$ cat src/rtl/id_wb_sched.sv
// Decode-side register scoreboard plus a round-robin arbiter that merges the
// ALU and load writeback streams onto the register file's single write port.
module id_wb_sched #(
    parameter int XLEN  = 32,
    parameter int RADDR = 5,
    parameter int CNTW  = 2
) (
    input  logic             clk,
    input  logic             rst,
    input  logic             id_valid,
    input  logic [RADDR-1:0] id_rs1,
    input  logic [RADDR-1:0] id_rs2,
    input  logic             id_rs1_used,
    input  logic             id_rs2_used,
    input  logic [RADDR-1:0] id_rd,
    input  logic             id_rd_we,
    output logic             id_stall,
    input  logic             alu_valid,
    input  logic [RADDR-1:0] alu_rd,
    input  logic [XLEN-1:0]  alu_data,
    output logic             alu_ready,
    input  logic             mem_valid,
    input  logic [RADDR-1:0] mem_rd,
    input  logic [XLEN-1:0]  mem_data,
    output logic             mem_ready,
    output logic [RADDR-1:0] reg_write,
    output logic [XLEN-1:0]  data_write,
    output logic             err_underflow
);
    localparam int NREG = 1 << RADDR;
    localparam logic [CNTW-1:0] CMAX = '1;

    logic [NREG-1:0][CNTW-1:0] cnt;
    logic [NREG-1:0]           inc;
    logic [NREG-1:0]           dec;
    logic                      last_mem;
    logic                      hazard1, hazard2, waw_full, issue;
    logic                      grant_alu, grant_mem, grant, underflow;
    logic [RADDR-1:0]          g_rd;
    logic [XLEN-1:0]           g_data;

    assign hazard1  = id_rs1_used && (id_rs1 != '0) && (cnt[id_rs1] != '0);
    assign hazard2  = id_rs2_used && (id_rs2 != '0) && (cnt[id_rs2] != '0);
    assign waw_full = id_rd_we && (id_rd != '0) && (cnt[id_rd] == CMAX);
    assign id_stall = id_valid && (hazard1 || hazard2 || waw_full);
    assign issue    = id_valid && !id_stall && id_rd_we && (id_rd != '0);

    // On a tie the source that did not win last time gets the port.
    assign grant_alu = alu_valid && (!mem_valid || last_mem);
    assign grant_mem = mem_valid && (!alu_valid || !last_mem);
    assign grant     = grant_alu || grant_mem;
    assign alu_ready = grant_alu;
    assign mem_ready = grant_mem;
    assign g_rd      = grant_mem ? mem_rd : alu_rd;
    assign g_data    = grant_mem ? mem_data : alu_data;

    // cnt[0] never increments, so a grant to x0 never decrements it either.
    assign underflow = grant && (g_rd != '0) && (cnt[g_rd] == '0);

    for (genvar r = 0; r < NREG; r++) begin : g_cnt
        assign inc[r] = issue && (id_rd == RADDR'(r));
        assign dec[r] = grant && (g_rd == RADDR'(r)) && (cnt[r] != '0);
    end

    always_ff @(posedge clk or posedge rst) begin
        if (rst) begin
            cnt <= '0;
        end else begin
            for (int r = 0; r < NREG; r++) begin
                if (inc[r] && !dec[r])
                    cnt[r] <= cnt[r] + CNTW'(1);
                else if (dec[r] && !inc[r])
                    cnt[r] <= cnt[r] - CNTW'(1);
            end
        end
    end

    // reg_write pulses for one cycle per grant; data_write keeps the last value.
    always_ff @(posedge clk or posedge rst) begin
        if (rst) begin
            reg_write     <= '0;
            data_write    <= '0;
            err_underflow <= 1'b0;
            last_mem      <= 1'b1;
        end else begin
            if (grant) begin
                reg_write  <= g_rd;
                data_write <= g_data;
                last_mem   <= grant_mem;
            end else begin
                reg_write  <= '0;
            end
            if (underflow)
                err_underflow <= 1'b1;
        end
    end
endmodule

$ cat config.mk
export PLATFORM = sky130hd
export DESIGN_NAME = id_wb_sched
export DESIGN_NICKNAME = d
export VERILOG_FILES = /design/src/rtl/id_wb_sched.sv
export SDC_FILE = /design/constraint.sdc
export NUM_CORES = 1
export LEC_CHECK = 0
export BUFFER_PORTS_ARGS = -buffer_cell sky130_fd_sc_hd__buf_4
export CAP_MARGIN = 20
export CORE_MARGIN = 2
export CORE_UTILIZATION = 57
export CTS_CLUSTER_DIAMETER = 100
export CTS_CLUSTER_SIZE = 12
export DETAILED_ROUTE_END_ITERATION = 8
export GPL_TIMING_DRIVEN = 0
export PLACE_DENSITY_LB_ADDON = 0.25
export SYNTH_ARGS = -nofsm -noshare
export SYNTH_HDL_FRONTEND = slang
export SYNTH_SLANG_ARGS = --single-unit
$ cat constraint.sdc
create_clock -name clk -period 4.1 [get_ports clk]
set_input_delay 0.205 -clock clk [delete_from_list [all_inputs] [get_ports clk]]
set_output_delay 0.205 -clock clk [all_outputs]
set_load 0.01 [all_outputs]
Word level (Yosys, flattened, before mapping)
Cells that the tools add are included.

Bits in registers: 103. Output and inout bits: 41.

$add $sub $neg: 64. Order comparisons: 4. Equal/unequal tests: 63. Multiplexer cells: 75. Reduce and logical (&&, ||, !) cells: 320.

Operators with widths (count): $logic_and 1x1->1 (174); $eq 5x5->1 const B (32); $mux 2 (68); $reduce_bool 2->1 (66); $eq 5x4->1 const B (16); $logic_not 1->1 (68); $add 2x1->2 const B (32); $sub 2x1->2 const B (32); $bmux 2 s5 (4); $eq 5x3->1 const B (8); $mux 32 (1); $lt 5x6->1 const B (4); $eq 5x2->1 const B (4); $reduce_bool 5->1 (4); $eq 5x1->1 const B (2); $logic_not 5->1 (2); $mux 5 (2); $logic_or 1x1->1 (5); $eq 2x2->1 const B (1); $logic_not 2->1 (1).

Logic depth before layout (Yosys ltp)
Depth after elaboration: 16. Mapped depth: 14. Depth with buffers taken out: 11.

Least setup slack after synthesis
Ideal clock, no wire load.

Path kind: register to register. Start: reg cnt[62] (netlist bit). End: reg cnt[35] (netlist bit). Setup time: 126 ps. Data arrival time: 2548 ps. Data required time: 3974 ps. Path slack: 1426 ps. Stages on the path, launching flop included: 13. Path buffers: 1. Clock period less this slack: 2674 ps. Path through: dfrtp_1 -> or2_4 -> mux4_2 -> o22ai_1 -> nor4_1 -> a21oi_1 -> nand4_2 -> buf_6 -> nor4_2 -> ha_1 -> xor2_1 -> nor2_1 -> xor2_1.

Cells in the longest elaborated chain, start to end: 15.

Ends and longest elaborated chain: start: declaration (RTL line 33) `logic [NREG-1:0][CNTW-1:0] cnt;`; start signal: indexed assignment (RTL line 71) `cnt[r] <= cnt[r] + CNTW'(1);`; start signal: indexed assignment (RTL line 73) `cnt[r] <= cnt[r] - CNTW'(1);`; $bmux 2 s5 (on tied branches) (RTL line 42, 43); $mux 2 (on tied branches) (RTL line 42, 43); $reduce_bool 2->1 (on tied branches) (RTL line 42, 43); $logic_and 1x1->1 (on tied branches) (RTL line 42, 43); $logic_or 1x1->1 (RTL line 45) `assign id_stall = id_valid && (hazard1 || hazard2 || waw_full);`; $logic_or 1x1->1 * (RTL line 45); $logic_and 1x1->1 * (RTL line 45); $logic_not 1->1 * (RTL line 46) `assign issue = id_valid && !id_stall && id_rd_we && (id_rd != '0);`; $logic_and 1x1->1 * (3 in series) (RTL line 46); $logic_and 1x1->1 * (RTL line 61) `assign inc[r] = issue && (id_rd == RADDR'(r));`; $logic_not 1->1 (RTL line 72) `else if (dec[r] && !inc[r])`; $logic_and 1x1->1 (RTL line 72); $reduce_bool 2->1 (no source line).

Every way passes the cells marked *; elsewhere a longest branch is shown, timed or not. The select of a mux whose other input is x is not followed. A chain may end at the register's enable or synchronous reset.

Worst setup path after layout
Start: reg cnt[60] (netlist bit). End: reg cnt[3] (netlist bit).

The elaborated chain is that of the path after synthesis.

==> flow_metrics.tcl <==
set metrics [dict create \
    final_nets 1068 \
    port_buffers 131 \
    outcome "complete, no violations" \
    drtIter0Drc 671 \
    drv_cap 0 \
    r2r_setup_slack_ps 930 \
    syn_avg_cell_area_sq_um 8.86 \
    dieArea_sq_mm 0.0133 \
    yosysMostFrequentCell "nor2_1" \
    hold_violations 0 \
    start_util_pct 58.6 \
    cp_data_arrival_time_ps 3450 \
    postCtsSetupBuffers 0 \
    netlist_instances 795 \
    row_count 40 \
    synth_edf_count 0 \
    critPathBufInv 1 \
    period_needed_ps 3170 \
    crit_type "flop to flop" \
    yosys-top-cells-area "dfrtp_1 (36%), xor2_1 (7.7%), nor2_1 (6.9%)" \
    yosysWarnings 0 \
    crit_chain "or2_1 -> mux4_1 -> o22ai_1 -> nor4_1 -> a21oi_1 -> nand4_2 -> buf_6 -> nor3_1 -> ha_1 -> nor2_1 -> xor2_1" \
    cts_sinks 103 \
    crit_required_ps 4380 \
    netlist_area_sq_mm 0.00704 \
    p_leak_nw 3.85 \
    gp_congestion 0.989 \
    syn_to_final_growth_pct 21.7 \
    viasPerCell 6.18 \
    slowest_stage "mux4_1" \
    ctsHoldBuffers 1 \
    slew_headroom_pct 19.7 \
    clkTransAtPathRegs_ps 70 \
    yosysSeqAreaShare_pct 36.6 \
    clock_latency_ps 360 \
    grt_pass1_vias 6487 \
    drtPass1Iterations 6 \
    wl_per_cell_microns 18.9 \
    synth_cell_types 71 \
    fill_cells 983 \
    synth_commonest_cells "nor2_1 (129), dfrtp_1 (102), xor2_1 (62)" \
    finalNonFillerCells 1091 \
    antenna_found_initial 0 \
    switching_power_w 0.00168 \
    cp_max_fo 10 \
    p_comb_share_pct 38.1 \
    grt_start_max_net_pins 67 \
    ctsResizeCount 0 \
    die_height_microns 115 \
    synth.top_cell.area_share_pct 36.2 \
    power_density_mw_per_mm2 505 \
    syn_nets 924 \
    period_share_pct 77.4 \
    ant_nets 0 \
    hold_slack_ps 68.1 \
    cp-end-kind "flop" \
    drive_above_1_share_pct 20.8 \
    hold_class "input pin to flop" \
    critPathTopFamily "simple AND/OR/NAND/NOR gates" \
    total_power_w 0.00432 \
    grt_use_total_pct 31.7 \
    drc 0 \
    internal_power_w 0.00265 \
    tritoncts "built" \
    cts_buffers 9 \
    clockBufferDepth 2 \
    synth_ff_type "dfrtp_1" \
    finalSetupViolCount 0 \
    cp_slowest_stage_delay_ps 550 \
    grt_pass1_wl_mm 32.5 \
    ir_drop_mv 0.352 \
    cp-start-kind "flop" \
    p_sw_share_pct 38.7 \
    rsz0062_at_grt "no" \
    clkPwrFrac_pct 21.4 \
    vias 6744 \
    dpl.cell_count 1074 \
    tns_ps 0 \
    synth-async-reset-ratio_pct 100 \
    die_w_microns 115 \
    ioPinCount 138 \
    worstMarginPinSlew_ps 1200 \
    ys_ff_latch 103 \
    fin_skew_ps 6.11 \
    wirelength_mm 20.7 \
    yosysTopAreaCell "dfrtp_1" \
    htree_num_levels 3 \
    clk_root_buffer_cell "clkbuf_16" \
    grt_overflow 0 \
    timing.fmax_mhz 315 \
    slew_violations 0 \
    dpl.hpwl_mm 15.5 \
    core_sq_mm 0.0120 \
    diodes 0 \
    seqPwrFrac_pct 40.4 \
]
[flip-flops by register name, indices dropped and copies added (netlist names)]
name,count
err_underflow,1
cnt,64
last_mem,1
data_write,32
reg_write,5
[worst paths after layout]
| kind | from | to | cells after the start |
|---|---|---|---|
| setup / recovery | cnt[60] | cnt[3] | 11 |
| hold / removal | alu_data[28] | data_write[28] | 3 |
| setup reg to reg | cnt[60] | cnt[3] | 11 |
| hold reg to reg | cnt[23] | cnt[23] | 1 |
| max in group asynchronous | rst | cnt[8] | 4 |
| min in group asynchronous | rst | data_write[5] | 3 |
[logic make-up after synthesis]
logic type / after synthesis / share of synthesized area [%]
compound gates: 151 / 13.8
xor+xnor: 94 / 11.7
fa+ha+maj: 32 / 5.69
simple gates: 338 / 24.1
mux: 17 / 3.68
flops: 103 / 36.6
buf+inv: 60 / 4.37
[power groups by stage]
stage,combinational (W),clock (W),sequential (W)
3_3_place_gp,0.00157,0,0.00173
4_1_cts,0.00162,0.000934,0.00174
5_1_grt,0.00179,0.000974,0.00179
2_1_floorplan,0.00112,0,0.00168
3_5_place_dp,0.00160,0,0.00175
6_report,0.00165,0.000927,0.00175
[worst min-delay path, cell delays in order]
cell and delay, ps:
buf_4 80, a21oi_1 40, o21ai_0 60
[metal layers]
layer / track usage, % / up-vias / part of all wire (%)
met5: 0 / - / 0
met4: 14.9 / 0 / 3.6
met3: 6.22 / 65 / 11
met2: 52.1 / 400 / 46
met1: 40.7 / 3161 / 40
li1: - / 3118 / -
[final cells by class]
| class | instances | area, sq um | area share [%] |
|---|---|---|---|
| inverters | 15 | 61.3 | 0.716 |
| clock inverters | 5 | 85.1 | 0.993 |
| well taps | 147 | 184 | 2.15 |
| clock buffers | 11 | 233 | 2.72 |
| flip-flops and latches | 103 | 2580 | 30.1 |
| repair buffers | 133 | 1020 | 11.9 |
| plain buffers | 45 | 249 | 2.91 |
| multi-input cells | 632 | 4160 | 48.5 |
[through the flow]
step	setup slack (ps)	util, %	area (sq um)
finish	926	71.3	8570
global route	792	71.3	8570
CTS	964	71.3	8570
detailed placement	958	68.6	8240
global placement	29.9	68.3	8210
floorplan	1190	-	7040
[cell usage in the layout (no fill, tap or decap), drive strengths merged, types with 8 or more instances in the layout]
| cell | instances |
|---|---|
| a211oi | 8 |
| a21oi | 34 |
| buf | 150 |
| clkbuf | 37 |
| dfrtp | 102 |
| ha | 32 |
| inv | 14 |
| mux2i | 10 |
| nand2 | 49 |
| nand2b | 8 |
| nand3 | 30 |
| nand3b | 14 |
| nor2 | 129 |
| nor2b | 8 |
| nor3 | 42 |
| nor4 | 11 |
| o211ai | 17 |
| o21ai | 28 |
| o22ai | 34 |
| or2 | 13 |
| xnor2 | 32 |
| xor2 | 62 |
(Power assumes the default switching activity.)
